--- config.mk ---
export PLATFORM = sky130hd
export DESIGN_NAME = seq_mult_param
export DESIGN_NICKNAME = d
export VERILOG_FILES = /design/src/rtl/seq_mult_pkg.sv /design/src/rtl/seq_mult_pp.sv /design/src/rtl/seq_mult_param.sv
export SDC_FILE = /design/constraint.sdc
export NUM_CORES = 1
export LEC_CHECK = 0
export CAP_MARGIN = 20
export CELL_PAD_IN_SITES_DETAIL_PLACEMENT = 1
export CELL_PAD_IN_SITES_GLOBAL_PLACEMENT = 1
export CORE_MARGIN = 2
export CORE_UTILIZATION = 45
export DETAILED_ROUTE_END_ITERATION = 8
export PLACE_DENSITY = 0.82
export SYNTH_ARGS = -nofsm -noshare
export SYNTH_HDL_FRONTEND = slang
export SYNTH_HIERARCHICAL = 1
export SYNTH_SLANG_ARGS = --single-unit
export TNS_END_PERCENT = 20
--- constraint.sdc ---
create_clock -name clk -period 5.3 [get_ports clk]
set_clock_uncertainty 0.05 [all_clocks]
set_input_delay 0.795 -clock clk [delete_from_list [all_inputs] [get_ports clk]]
set_output_delay 0.795 -clock clk [all_outputs]
set_load 0.03 [all_outputs]
--- src/rtl/seq_mult_pkg.sv ---
// ---------------------------------------------------------------------------
// seq_mult_pkg
//   Shared types and helpers for the parametrised shift-add multiplier.
//   - state_t   : controller states (IDLE / BUSY / DONE)
//   - mag_t     : wide scratch type used for sign extension / magnitude
//   - steps     : number of BUSY cycles without early exit (WIDTH/BPC)
//   - cnt_width : width of the step counter, $clog2(WIDTH/BPC+1)
//   - abs_mag   : magnitude of an operand given the signed/unsigned mode
// ---------------------------------------------------------------------------
package seq_mult_pkg;

    typedef enum logic [1:0] {
        IDLE = 2'd0,
        BUSY = 2'd1,
        DONE = 2'd2
    } state_t;

    // Upper bound on operand width supported by abs_mag's scratch type.
    localparam int MAX_WIDTH = 256;

    typedef logic [MAX_WIDTH-1:0] mag_t;

    function automatic int steps(input int width, input int bpc);
        return width / bpc;
    endfunction

    function automatic int cnt_width(input int width, input int bpc);
        return $clog2(width / bpc + 1);
    endfunction

    // The caller passes the operand already extended to MAX_WIDTH (sign-
    // extended when signed_mode is set). Negating in the wide domain and
    // truncating back to WIDTH maps -2^(WIDTH-1) onto 2^(WIDTH-1) cleanly.
    function automatic mag_t abs_mag(input mag_t value, input logic signed_mode);
        if (signed_mode && value[MAX_WIDTH-1]) begin
            return -value;
        end
        return value;
    endfunction

endpackage

--- src/rtl/seq_mult_pp.sv ---
// ---------------------------------------------------------------------------
// seq_mult_pp
//   Combinational partial-product generator: o_pp = i_digit * i_mcand,
//   formed as the sum of i_mcand shifted by j for every set bit j of the
//   BPC-bit digit. Result is truncated to 2*WIDTH bits; the caller guarantees
//   the true value fits.
//
//   Ports:
//     i_digit  in  BPC        multiplier digit
//     i_mcand  in  2*WIDTH    already-shifted multiplicand
//     o_pp     out 2*WIDTH    partial product
// ---------------------------------------------------------------------------
module seq_mult_pp #(
    parameter int WIDTH = 32,
    parameter int BPC   = 1
) (
    input  logic [BPC-1:0]     i_digit,
    input  logic [2*WIDTH-1:0] i_mcand,
    output logic [2*WIDTH-1:0] o_pp
);

    always_comb begin
        // NOTE: combinational blocks use blocking '=' and assign every output
        // a default first, so the running sum is well defined and no latch
        // is inferred.
        o_pp = '0;
        for (int j = 0; j < BPC; j++) begin
            if (i_digit[j]) begin
                o_pp = o_pp + (i_mcand << j);
            end
        end
    end

endmodule

--- src/rtl/seq_mult_param.sv ---
// ---------------------------------------------------------------------------
// seq_mult_param
//   Iterative shift-add multiplier with valid/ready handshakes.
//   Operands are captured in IDLE (as magnitudes plus a result sign when
//   signed_mode=1), BPC multiplier bits are retired per BUSY cycle, and the
//   sign-corrected 2*WIDTH product is held in DONE until the consumer
//   accepts it.
//
//   Parameters:
//     WIDTH       operand width (>= 2)
//     BPC         multiplier bits per BUSY cycle (1, 2 or 4; divides WIDTH)
//     EARLY_EXIT  1 = stop once the remaining multiplier is zero
//
//   Ports:
//     clk, rst_n    clock (rising edge), asynchronous active-low reset
//     in_valid      operand pair valid         in_ready   can accept operands
//     a, b          multiplicand / multiplier  signed_mode two's complement op
//     out_valid     product valid              out_ready  consumer accepts
//     product       registered 2*WIDTH result  busy       high while BUSY
// ---------------------------------------------------------------------------
module seq_mult_param
    import seq_mult_pkg::*;
#(
    parameter int WIDTH      = 32,
    parameter int BPC        = 1,
    parameter int EARLY_EXIT = 1
) (
    input  logic               clk,
    input  logic               rst_n,
    input  logic               in_valid,
    output logic               in_ready,
    input  logic [WIDTH-1:0]   a,
    input  logic [WIDTH-1:0]   b,
    input  logic               signed_mode,
    output logic               out_valid,
    input  logic               out_ready,
    output logic [2*WIDTH-1:0] product,
    output logic               busy
);

    localparam int STEPS = steps(WIDTH, BPC);
    localparam int CNT_W = cnt_width(WIDTH, BPC);

    if (!((BPC == 1) || (BPC == 2) || (BPC == 4)) || (WIDTH % BPC != 0) ||
        (WIDTH < 2) || (WIDTH > MAX_WIDTH)) begin : g_param_error
        $error("seq_mult_param: illegal parameters WIDTH=%0d BPC=%0d", WIDTH, BPC);
    end

    // -----------------------------------------------------------------------
    // State and datapath registers
    // -----------------------------------------------------------------------
    state_t             r_state;
    state_t             w_state_next;
    logic [2*WIDTH-1:0] r_mcand;
    logic [2*WIDTH-1:0] r_acc;
    logic [2*WIDTH-1:0] r_product;
    logic [WIDTH-1:0]   r_mplr;
    logic [CNT_W-1:0]   r_cnt;
    logic               r_neg;
    logic               r_out_valid;

    // -----------------------------------------------------------------------
    // Combinational datapath
    // -----------------------------------------------------------------------
    mag_t               w_a_ext;
    mag_t               w_b_ext;
    logic [WIDTH-1:0]   w_a_mag;
    logic [WIDTH-1:0]   w_b_mag;
    logic               w_neg;
    logic [2*WIDTH-1:0] w_pp;
    logic [2*WIDTH-1:0] w_acc_next;
    logic [2*WIDTH-1:0] w_product_next;
    logic [WIDTH-1:0]   w_mplr_next;
    logic               w_accept;
    logic               w_last;

    // Sign extension happens inside the size cast of the $signed operand.
    always_comb begin
        w_a_ext = mag_t'(a);
        w_b_ext = mag_t'(b);
        if (signed_mode) begin
            w_a_ext = mag_t'($signed(a));
            w_b_ext = mag_t'($signed(b));
        end
    end

    assign w_a_mag = WIDTH'(abs_mag(w_a_ext, signed_mode));
    assign w_b_mag = WIDTH'(abs_mag(w_b_ext, signed_mode));
    assign w_neg   = signed_mode & (a[WIDTH-1] ^ b[WIDTH-1]);

    seq_mult_pp #(
        .WIDTH (WIDTH),
        .BPC   (BPC)
    ) u_pp (
        .i_digit (r_mplr[BPC-1:0]),
        .i_mcand (r_mcand),
        .o_pp    (w_pp)
    );

    assign w_acc_next     = r_acc + w_pp;
    assign w_mplr_next    = r_mplr >> BPC;
    assign w_product_next = r_neg ? -w_acc_next : w_acc_next;

    // -----------------------------------------------------------------------
    // FSM: state register
    // -----------------------------------------------------------------------
    always_ff @(posedge clk or negedge rst_n) begin
        // NOTE: sequential state is updated with non-blocking '<=' so every
        // register samples pre-edge values regardless of block ordering.
        if (!rst_n) begin
            r_state <= IDLE;
        end else begin
            r_state <= w_state_next;
        end
    end

    // -----------------------------------------------------------------------
    // FSM: next state and decoded outputs
    // -----------------------------------------------------------------------
    always_comb begin
        w_state_next = r_state;
        w_accept     = 1'b0;
        w_last       = 1'b0;
        in_ready     = 1'b0;
        busy         = 1'b0;
        case (r_state)
            IDLE: begin
                in_ready = 1'b1;
                if (in_valid) begin
                    w_accept     = 1'b1;
                    w_state_next = BUSY;
                end
            end
            BUSY: begin
                busy = 1'b1;
                // Early exit looks at the multiplier after this cycle's shift:
                // once it is zero, no later digit can add anything.
                if ((r_cnt == CNT_W'(STEPS - 1)) ||
                    ((EARLY_EXIT != 0) && (w_mplr_next == '0))) begin
                    w_last       = 1'b1;
                    w_state_next = DONE;
                end
            end
            DONE: begin
                if (r_out_valid && out_ready) begin
                    w_state_next = IDLE;
                end
            end
            default: begin
                w_state_next = IDLE;
            end
        endcase
    end

    // -----------------------------------------------------------------------
    // Datapath registers
    // -----------------------------------------------------------------------
    always_ff @(posedge clk or negedge rst_n) begin
        if (!rst_n) begin
            r_mcand     <= '0;
            r_acc       <= '0;
            r_mplr      <= '0;
            r_cnt       <= '0;
            r_neg       <= 1'b0;
            r_product   <= '0;
            r_out_valid <= 1'b0;
        end else begin
            case (r_state)
                IDLE: begin
                    if (w_accept) begin
                        r_mcand <= {{WIDTH{1'b0}}, w_a_mag};
                        r_mplr  <= w_b_mag;
                        r_acc   <= '0;
                        r_cnt   <= '0;
                        r_neg   <= w_neg;
                    end
                end
                BUSY: begin
                    r_acc   <= w_acc_next;
                    r_mcand <= r_mcand << BPC;
                    r_mplr  <= w_mplr_next;
                    r_cnt   <= r_cnt + CNT_W'(1);
                    if (w_last) begin
                        r_product   <= w_product_next;
                        r_out_valid <= 1'b1;
                    end
                end
                DONE: begin
                    // product is left untouched so it keeps its last value.
                    if (out_ready) begin
                        r_out_valid <= 1'b0;
                    end
                end
                default: begin
                    r_out_valid <= 1'b0;
                end
            endcase
        end
    end

    assign out_valid = r_out_valid;
    assign product   = r_product;

endmodule

# Word level (Yosys, flattened, before mapping)
# Index checks and enable logic that the tools add are counted.
# classes
add_sub_neg,5
n_eq_ne,9
muxes,31
bitwise_logic,3
n_reduce_logical,12
# op_table
operator,count
256-bit 2-to-1 mux,2
64-bit 2-to-1 mux,4
64-bit case mux with 2 select lines,2
32-bit 2-to-1 mux,5
64-bit adder,1
32-bit negation,2
64-bit negation,1
32-bit case mux with 2 select lines,1
32-bit logical NOT,1
"2-bit inequality test, second input constant",6
6-bit case mux with 2 select lines,1
1-bit 2-to-1 mux,10
"6-bit by 1-bit adder with 6-bit output, second input constant",1
"6-bit by 5-bit == test with 1-bit output, second input constant",1
2-bit 2-to-1 mux,3
6-bit 2-to-1 mux,1
2-bit case mux with 3 select lines,1
2-bit AND reduction,3
3-bit AND reduction,2
1-bit logical AND,3
1-bit case mux with 3 select lines,1
"2-bit by 1-bit == test with 1-bit output, second input constant",1
"2-bit == test, second input constant",1
2-bit logical NOT,1
other kinds (5),5
# word_totals
regBits,234
in_bits,69
elab_cells,68

# Logic depth before layout (Yosys ltp)
# Gate-level depths: netlist of run 1.
# depth
depth_word,6
depth_mapped,17
ltp_nobuf,16

# By module
# Netlist of run 1, hierarchy kept.
# modules_own_cells
mod,n_inst,cells_each,area_each_um2,seq_area_each_um2
seq_mult_param,1,2024,16567.1,5855.6
seq_mult_pp,1,70,510.5,0.0

# Least setup slack after synthesis of run 1
# Ideal clock, no wire load.
# synth_path
path_kind,reg2reg
start,reg r_mplr[0]
end,reg r_product[42] (netlist: product[42])
setup_time_ps,76
arrival_time_ps,4287
setup_slack_ps,886
path_stages_with_launch,18
n_path_buf,1
synth_period_minus_slack_ps,4414
path_cell_list,dfrtp_1 > and2_2 > ha_1 > inv_1 > fa_1 > nand2b_1 > a21oi_2 > o21ai_2 > o31ai_1 > xor2_1 > or4_1 > buf_2 > or4_1 > or4_4 > nor3_2 > a31oi_1 > xor2_1 > o21ai_1
# synth_between
elab_chain_cells,4
# synth_lines
item,line_no,source
"start, declared",seq_mult_param.sv:57,logic [WIDTH-1:0] r_mplr;
"start signal, assigned",seq_mult_param.sv:172,r_mplr <= w_b_mag;
"start signal, assigned",seq_mult_param.sv:181,r_mplr <= w_mplr_next;
64-bit 2-to-1 mux *,seq_mult_pp.sv:28,if (i_digit[j]) begin
via w_pp[0],seq_mult_param.sv:70,logic [2*WIDTH-1:0] w_pp;
64-bit adder *,seq_mult_param.sv:100,assign w_acc_next = r_acc + w_pp;
64-bit negation,seq_mult_param.sv:102,assign w_product_next = r_neg ? -w_acc_next : w_acc_next;
64-bit 2-to-1 mux *,seq_mult_param.sv:102,
"end signal, assigned",seq_mult_param.sv:184,r_product <= w_product_next;
"end, declared",seq_mult_param.sv:56,logic [2*WIDTH-1:0] r_product;
# Mark *: on every way through the listed nets, which the timed path passes. The rest lies on a longest branch.
# A chain may end at the register's enable or synchronous reset.

# Final worst setup path of run 1
# Same ends and word-level chain as after synthesis.

==> results.yml, run 1 <==
floorplanning:
  chipWidth_um: 199
  io_pins: 136
  die-area_um2: 39500
  initial_core_util_pct: 45.6
  fp.dieH_um: 199
  row_count: 71
  coreArea_um2: 37500
cells_and_area:
  nets: 2313
  layout-drive-gt1-share_pct: 10.1
  fill_cells: 4547
  area_delta_synth_final_pct: 15.9
  num_antenna_cells: 0
detailed_routing:
  antenna_left: 0
  vias: 16500
  routedWlPerCell_um: 22.0
  dr.pass1.iters: 7
  via_per_inst: 6.12
  route.detailed.drc: 0
  drt_iter0_drc: 1163
  wl_mm: 59.5
synthesis:
  yosys.area.top_type: "dfrtp_1"
  yosysMostFrequentCell: "nand2_1"
  netlist_instances: 2094
  yosysSeqAreaShare_pct: 34.3
  synth-edff-count: 0
  synth_area_leaders: "dfrtp_1 34%, o21ai_0 7.6%, nand2_1 6.4%, ha_1 4.9%, xnor2_1 4.6%"
  syn-num-nets: 2231
  synth-async-reset-ratio_pct: 100
  yosysWarnings: 6
  ys_ff_latch: 234
  synthFlopType: "dfrtp_1"
  netlist.area_leader.share_pct: 34.3
  avgSynthCellArea_um2: 8.16
  syn-cell-area_um2: 17100
  netlist-cell-type-count: 90
  yosys-top-cells-count: "292 x nand2_1, 260 x o21ai_0, 234 x dfrtp_1"
global_route:
  grt-ovfl-total: 0
  grt_antenna_before_repair: 0
  grt_max_degree: 107
  grt_first_pass_wirelength_mm: 93.8
  grtUsageTotal_pct: 30.2
  grt_pass1_vias: 16900
pwr:
  peakVddDrop_uv: 318
  powerDensity_nw_per_um2: 632
  p_leak_uw: 0.00802
clocking:
  htreeDepth: 1
  cts-root-buf: "clkbuf_16"
  clk_pin_slew_ns: 0.06
  insertion_delay_ns: 0.56
  cts_buffers: 27
  cts_tree: "yes"
  cts_buffer_depth: 3
  cts.sinks: 234
critical_path:
  critPathArrivalTime_ns: 5.55
  r2r_setup_slack_ns: 0.19
  worstReg2RegStart: "r_mplr[0]$_DFFE_PN0P_"
  reg2reg_to: "product[42]$_DFFE_PN0P_"
  cp-end-kind: "register"
  criticalPathCategory: "register to register"
  startpoint_type: "register"
  reg2reg_depth: 15
  path_max_fanout: 63
  required_ns: 5.74
timing:
  slew_headroom_pct: 28.5
  fmax_mhz: 196
  finalHoldViolations: 0
  min_period_ns: 5.11
  period_share_pct: 96.4
  slew_viol_final: 0
  rsz0062_at_grt: "no"
  setup_viol: 0
  fin_tns_setup_ns: 0
  worstMarginPinSlew_ns: 1.07
  holdWs_ns: 0.127
min_path:
  min_path_type: "input port to async pin"
placed_design:
  hpwlAfterDp_mm: 45.9
  gp_congestion: 0.949
  port_buffers: 135
run_status:
  status: "finished, final reports clean"
run:
  maxCapViolations: 0
==> cells in the final DEF (no fill, tap or decap), types with 7 or more instances in the layout <==
master             n
or3_1             14
a21o_1            22
nor3_1            43
inv_1             30
clkdlybuf4s50_1  134
and2_1            13
and3_1            10
a21oi_2           10
nor2_1           121
xnor2_1           90
nor4_1            22
a22oi_1           61
dfrtp_1          233
o31ai_1           24
a22o_1            10
nand2_1          290
xor2_1            60
a21oi_1          110
a31oi_1           11
nand4_1           46
o21a_1            15
clkbuf_1           7
and2_2            65
o211ai_1          20
o21ai_0          260
clkbuf_16         27
nand3_1           83
clkbuf_8           7
o41ai_1            9
or4_1             16
buf_4             46
and4_1             8
a21boi_0           7
or2_2             15
o21ai_1           35
ha_1              67
==> how the worst max path moves through the flow <==
stage                                     start                       to  slack [ns]  depth (start not counted)
after detailed placement  r_mplr[0]$_DFFE_PN0P_  product[63]$_DFFE_PN0P_        0.29                         15
after global placement    r_mplr[0]$_DFFE_PN0P_  product[63]$_DFFE_PN0P_        0.38                         16
after global routing      r_mplr[0]$_DFFE_PN0P_  product[60]$_DFFE_PN0P_      0.0002                         16
after floorplan           r_mplr[0]$_DFFE_PN0P_  product[42]$_DFFE_PN0P_        0.89                         17
after CTS                 r_mplr[0]$_DFFE_PN0P_  product[63]$_DFFE_PN0P_        0.27                         15
final                     r_mplr[0]$_DFFE_PN0P_  product[42]$_DFFE_PN0P_        0.19                         15
==> per-stage QoR <==
stage               cells  utilization, %  area, µm²  worst slack, ns  total power [µW]
floorplan            2094               -      17100            0.886              8050
global placement     2657            50.5      18900            0.381             10400
detailed placement   2657            50.5      18900            0.287             10600
CTS                  2702            52.8      19800            0.274             12500
global route         2703            52.8      19800         0.000219             13400
finish               2703            52.8      19800            0.189             12500
==> flip-flops by register name, indices dropped and copies added, names as in the netlist <==
name	flops
out_valid	1
product	64
r_acc	64
r_cnt	6
r_mcand	64
r_mplr	32
r_neg	1
r_state	2
==> layer usage <==
layer	global-route usage [%]	share of wire [%]	vias to the layer above
met2	49.7	46	370
met5	0	0	-
met4	8.35	2.4	0
met3	4.65	5.3	82
met1	41.3	46	8301
li1	-	-	7792
==> critical path, stage by stage (launching register included) <==
cell	delay [ns]
dfrtp_1	0.42
buf_12	0.20
and2_2	0.21
ha_1	0.50
nand4_1	0.27
nor3_1	0.48
nand3_1	0.24
nand2_1	0.16
xor2_1	0.17
or4_1	0.67
or4_1	0.56
or4_4	0.47
nor3_2	0.18
a31oi_1	0.12
xor2_1	0.19
o21ai_1	0.13
==> logic make-up after synthesis <==
| kind of cell | after synthesis | synth area share (%) |
|---|---|---|
| AOI/OAI and AO/OA | 688 | 25.7 |
| xor gates and xnor gates | 150 | 7.69 |
| adders and majority gates | 68 | 5.03 |
| buffers and inverters | 161 | 3.86 |
| DFF | 234 | 34.3 |
| muxes | 9 | 0.557 |
| and+or+nand+nor | 784 | 22.9 |
==> power by group <==
part           switching [µW]  internal, µW  leakage (µW)
combinational            4830          2740       0.00457
sequential                595          2550       0.00304
clock                     759          1030      0.000413
total                    6190          6330       0.00802
==> timing repair <==
item,4_1_cts,5_1_grt
gates resized for setup,0,3
hold buffers,0,0
endpoints found under the setup margin,0,3
setup buffers,0,1
==> layout make-up <==
class / count / area, µm² / area share, %
clock buffers: 41 / 798 / 4.03
clock inverters: 4 / 35.0 / 0.177
inverters: 31 / 119 / 0.601
multi-input cells: 1699 / 10600 / 53.6
flip-flops and latches: 234 / 5860 / 29.6
well taps: 511 / 639 / 3.23
repair buffers: 183 / 1740 / 8.80
(Power assumes the default switching activity.)
==> run 2: changes to the inputs <==
- CORE_MARGIN: 2 -> 1
==> run 2 against run 1 <==
Effect of this change: final cell count down 0.26%; global-route usage up 0.65 points; combinational power decreased by 1%; largest cell class unchanged; worst hold slack gained 0.030 ns; via count shrank 0.11%; count of clock-buffer cells in the layout fell by 8; fmax down 0.43%; sequential power about the same; core utilization rose by 0.83 points; power increased by 0.16%.
==> results.yml, run 2 (synthesis gave the netlist of run 1 again) <==
placed_design:
  place_ws_ns: 0.213
  dp_cells: 2649
  postPlaceCellArea_um2: 18900
  hpwlAfterDp_mm: 45.3
  gp_congestion: 0.973
  port_buffers: 135
global_route:
  grt_max_degree: 91
  grt_first_pass_wirelength_mm: 94.2
  grtUsageTotal_pct: 30.9
  grt-ovfl-total: 0
  grt_antenna_before_repair: 0
  grt_pass1_vias: 16900
clocking:
  htreeDepth: 1
  clk_pin_slew_ns: 0.07
  cts.sinks: 234
  cts-root-buf: "clkbuf_16"
  cts_buffers: 26
  insertion_delay_ns: 0.57
  cts_buffer_depth: 3
  hold_buffers: 0
  cts_tree: "yes"
floorplanning:
  row_count: 70
  fp.dieH_um: 197
  initial_core_util_pct: 46.2
  die-area_um2: 38700
  coreArea_um2: 37000
  chipWidth_um: 197
  io_pins: 136
timing:
  finalHoldViolations: 0
  slew_viol_final: 0
  min_period_ns: 5.13
  worstMarginPinSlew_ns: 1.05
  period_share_pct: 96.9
  rsz0062_at_grt: "no"
  slew_headroom_pct: 30.1
  fmax_mhz: 195
  setup_viol: 0
  fin_tns_setup_ns: 0
  worst_slack_ns: 0.167
pwr:
  peakVddDrop_uv: 284
  p_leak_uw: 0.00804
  powerDensity_nw_per_um2: 632
  p_total_uw: 12500
detailed_routing:
  vias: 16500
  antenna_left: 0
  routedWlPerCell_um: 22.2
  drt_iter0_drc: 1217
  via_per_inst: 6.13
  route.detailed.drc: 0
  wl_mm: 59.7
  dr.pass1.iters: 5
critical_path:
  criticalPathCategory: "register to register"
  path_max_fanout: 62
  cp-end-kind: "register"
  reg2reg_depth: 17
  worstReg2RegStart: "r_mplr[0]$_DFFE_PN0P_"
  r2r_setup_slack_ns: 0.17
  critPathArrivalTime_ns: 5.54
  startpoint_type: "register"
  reg2reg_to: "product[63]$_DFFE_PN0P_"
  required_ns: 5.70
cells_and_area:
  area_delta_synth_final_pct: 16.1
  multiInputGateArea_um2: 10600
  final_area_um2: 19800
  num_antenna_cells: 0
  final_cell_mix: "290 x nand2_1, 260 x o21ai_0, 233 x dfrtp_1"
  layout-drive-gt1-share_pct: 10.3
  register_area_um2: 5860
  layout_commonest_cell: "nand2_1"
  nets: 2311
  fill_cells: 4452
  final_cells: 2696
min_path:
  min_path_type: "input port to async pin"
run:
  maxCapViolations: 0
run_status:
  status: "finished, final reports clean"
==> run 2: area by class of cell <==
| class | instances | area share (%) |
|---|---|---|
| multi-input cells | 1699 | 53.5 |
| flip-flops and latches | 234 | 29.5 |
| repair buffers | 182 | 8.75 |
| clock buffers | 33 | 3.72 |
| well taps | 504 | 3.18 |
| clock inverters | 13 | 0.707 |
| inverters | 31 | 0.600 |
==> run 2: where the power goes <==
part | total (µW) | switching (µW) | internal [µW] | leakage (µW)
Sequential | 3180 | 630 | 2550 | 0.00304
Clock | 1870 | 792 | 1080 | 0.000424
Combinational | 7480 | 4750 | 2730 | 0.00458
==> run 2: worst max-delay path, cell delays in order, from the launching register on <==
cell and delay [ns]:
dfrtp_1 0.42, buf_12 0.21, and2_2 0.21, ha_1 0.51, nand4_1 0.17, nor4_1 0.40, buf_4 0.19, nand2_1 0.05
o211ai_1 0.52, o21ai_1 0.25, buf_4 0.20, and4b_1 0.19, o32ai_1 0.64, nor2_1 0.25, nand2_1 0.19, nor3b_1 0.08
a311o_1 0.34, o211a_1 0.13
==> run 2: metrics by stage <==
stage / util [%] / hold WS (ns)
detailed placement: 51.2 / 0.425
global placement: 51.2 / 0.410
CTS: 53.6 / 0.184
finish: 53.6 / 0.157
floorplan: - / 0.396
global route: 53.6 / 0.218
==> run 2: how the worst max path moves through the flow <==
stage                     startpoint                       to  slack (ns)  depth (start not counted)
2_1_floorplan  r_mplr[0]$_DFFE_PN0P_  product[42]$_DFFE_PN0P_        0.89                         17
3_3_place_gp   r_mplr[0]$_DFFE_PN0P_  product[63]$_DFFE_PN0P_        0.23                         17
3_5_place_dp   r_mplr[0]$_DFFE_PN0P_  product[63]$_DFFE_PN0P_        0.21                         17
4_1_cts        r_mplr[0]$_DFFE_PN0P_  product[63]$_DFFE_PN0P_        0.19                         17
5_1_grt        r_mplr[0]$_DFFE_PN0P_  product[63]$_DFFE_PN0P_       0.008                         14
6_report       r_mplr[0]$_DFFE_PN0P_  product[63]$_DFFE_PN0P_        0.17                         17
==> run 2: per-layer routing <==
layer	part of all wire (%)	global-route usage, %	vias up
met3	5.9	4.77	106
li1	-	-	7769
met5	0	0	-
met1	46	43.0	8175
met4	2.9	9.91	0
met2	46	49.1	476
==> run 2: what timing repair did <==
item                       4_1_cts  5_1_grt
resized for setup                0        2
setup endpoints to repair        0        6
setup buffers                    0        1
==> variant, RTL diff (settings of run 1) <==
`WIDTH` is set to 32 in 2 places; all go to 16.
--- a/src/rtl/seq_mult_pp.sv
+++ b/src/rtl/seq_mult_pp.sv
@@ -13,3 +13,3 @@
 module seq_mult_pp #(
-    parameter int WIDTH = 32,
+    parameter int WIDTH = 16,
     parameter int BPC   = 1
--- a/src/rtl/seq_mult_param.sv
+++ b/src/rtl/seq_mult_param.sv
@@ -23,3 +23,3 @@
 #(
-    parameter int WIDTH      = 32,
+    parameter int WIDTH      = 16,
     parameter int BPC        = 1,
Ports: changed (resized a, b and product); port bits go from 136 to 72. No check against the original RTL was run, so the function may have changed too.
==> variant against run 1 <==
  * Design area decreased by 51%
  * Synthesized area decreased by 52%
  * Power decreased by 50%
  * Worst setup slack improved by 630 ps
  * Largest power group unchanged
  * Sequential cell count decreased by 113
  * Routed wire length decreased by 63%
  * First-iteration DRC count decreased by 69%
  * Critical path type unchanged
  * Highest routed layer unchanged
  * Critical path depth decreased by 2
  * Critical endpoint is now product[30]$_DFFE_PN0P_
==> variant: results (changes against run 1) <==
metric,value,unit,change
Final HPWL DP,16.0,mm,-65%
Slowest cell on crit path,sky130_fd_sc_hd__dfrtp_1,,
Post-Place Cell Area,9100,µm²,-52%
H-tree levels,4,,+3
portion of netlist area occupied by mux cells,0.00486,,-0.000703
fraction of layout cells with a size suffix above 1,0.109,,+0.00843
IO Port Bufs,71,,-47%
Cells after Synth,957,,-54%
final standard cell count with taps included and fillers excluded,1245,,-54%
total nets after synthesis,1031,,-54%
routability cong.,0.856,,-9.9%
clock network latency to the later pin of the worst-skew pair,430,ps,-130 ps
biggest fanout along the worst timing path,33,,-48%
number of cell instances on the worst register-to-register path,13,,-2
GRT Util Overall,0.237,,-0.0657
first-pass GRT wire length,37.5,mm,-60%
DR WL/cell,17.7,µm,-20%
result of the run,"complete, no violations",,
top post-synthesis cells by area,"sky130_fd_sc_hd__dfrtp_1 37%, sky130_fd_sc_hd__o21ai_0 6.8%, sky130_fd_sc_hd__nand2_1 6.7%",,
post-synthesis compound-gate area fraction,0.252,,-0.00542
leakage,0.00403,µW,-50%
internal portion of total power,3320,µW,-47%
pin count of the biggest net entering global routing,69,,-36%
number of buffers created by CTS,17,,-37%
first-pass iteration count of the detailed router,4,,-3
Arrival @ worst endpoint,4710,ps,-840 ps
IR Drop Worst-Case VDD,337,µV,+6.0%
clock slew at the register clock pins of the worst setup and hold paths,60,ps,about the same
via count of the first global-routing pass,7332,,-57%
sequential area share after synthesis,0.368,,+0.0250
top post-synthesis cells by count,"147 x sky130_fd_sc_hd__nand2_1, 121 x sky130_fd_sc_hd__dfrtp_1, 112 x sky130_fd_sc_hd__o21ai_0, 46 x sky130_fd_sc_hd__xnor2_1, 45 x sky130_fd_sc_hd__a21oi_1",,
library cells used by synthesis,75,,-17%
number of vias after detailed routing,7243,,-56%
xor/xnor share of the synthesized area,0.0851,,+0.00820
drt first-iter violations,359,,-69%
worst-case clock buffer depth,2,,-1
post-layout net count,1078,,-53%
pin slew with the least headroom to its limit,1000,ps,-70.2 ps
worst slack after detailed placement,821,ps,+534 ps
[variant: cell types whose count changed after synthesis, sizes merged, moves of 33 or more]
cell / before / now
nor3: 44 / 10
nand2: 292 / 147
a22oi: 61 / 28
dfrtp: 234 / 121
nor2: 122 / 37
nand4: 47 / 10
and2: 78 / 39
nand3: 83 / 38
clkbuf: 107 / 39
a21oi: 122 / 52
xnor2: 90 / 46
o21ai: 298 / 137
[variant: cells by family (layout without fill, tap and decap cells)]
family | after synthesis | after routing
buffers and inverters | 72 | 131
AO/OA/AOI/OAI | 316 | 316
AND/OR/NAND/NOR | 327 | 327
flip-flops | 121 | 121
multiplexers | 4 | 4
adder cells (fa/ha/maj) | 37 | 37
XOR/XNOR | 80 | 80
[variant: path summary, 6_finish.rpt]
path / end / slack [ps]
worst max register to register: product[30]$_DFFE_PN0P_ / 820
worst max-delay path: product[30]$_DFFE_PN0P_ / 820
max in group asynchronous: r_acc[29]$_DFFE_PN0P_ / 3580
worst min-delay path: r_mcand[0]$_DFFE_PN0P_ / 400
worst min register to register: product[6]$_DFFE_PN0P_ / 420
min in group clk: product[6]$_DFFE_PN0P_ / 420
[variant: final cells by class]
class | instances | area [µm²]
Clock buffer | 18 | 429
Sequential cell | 121 | 3030
Tap cell | 229 | 287
Multi-Input combinational cell | 764 | 4920
Timing Repair Buffer | 82 | 791
Clock inverter | 13 | 125
Inverter | 18 | 67.6
Fill cell | 2153 | 8310
[variant: metal layers]
metal / vias up / track usage / wire length, µm
met4: 0 / 0.0755 / 326
li1: 3540 / - / -
met1: 3535 / 0.340 / 11200
met5: - / 0 / 0
met2: 142 / 0.371 / 9780
met3: 26 / 0.0320 / 732
[variant: worst reg2reg max path, cell delays in order (launching register included)]
cell	delay (ps)
sky130_fd_sc_hd__dfrtp_1	670
sky130_fd_sc_hd__and2_2	340
sky130_fd_sc_hd__ha_1	230
sky130_fd_sc_hd__fa_1	470
sky130_fd_sc_hd__a211oi_4	300
sky130_fd_sc_hd__o21ai_1	190
sky130_fd_sc_hd__xnor2_1	360
sky130_fd_sc_hd__o211a_1	280
sky130_fd_sc_hd__nand3_2	160
sky130_fd_sc_hd__nor4_2	470
sky130_fd_sc_hd__nand3_2	230
sky130_fd_sc_hd__o31ai_1	320
sky130_fd_sc_hd__xor2_1	180
sky130_fd_sc_hd__o21ai_1	70
[variant: power groups by stage]
stage,registers (µW),logic [µW],clock network (µW)
after CTS,1660,3530,1110
after detailed placement,1670,3480,0
final,1670,3530,1090
after floorplan,1740,2380,0
after global routing,1730,3900,1150
after global placement,1650,3380,0
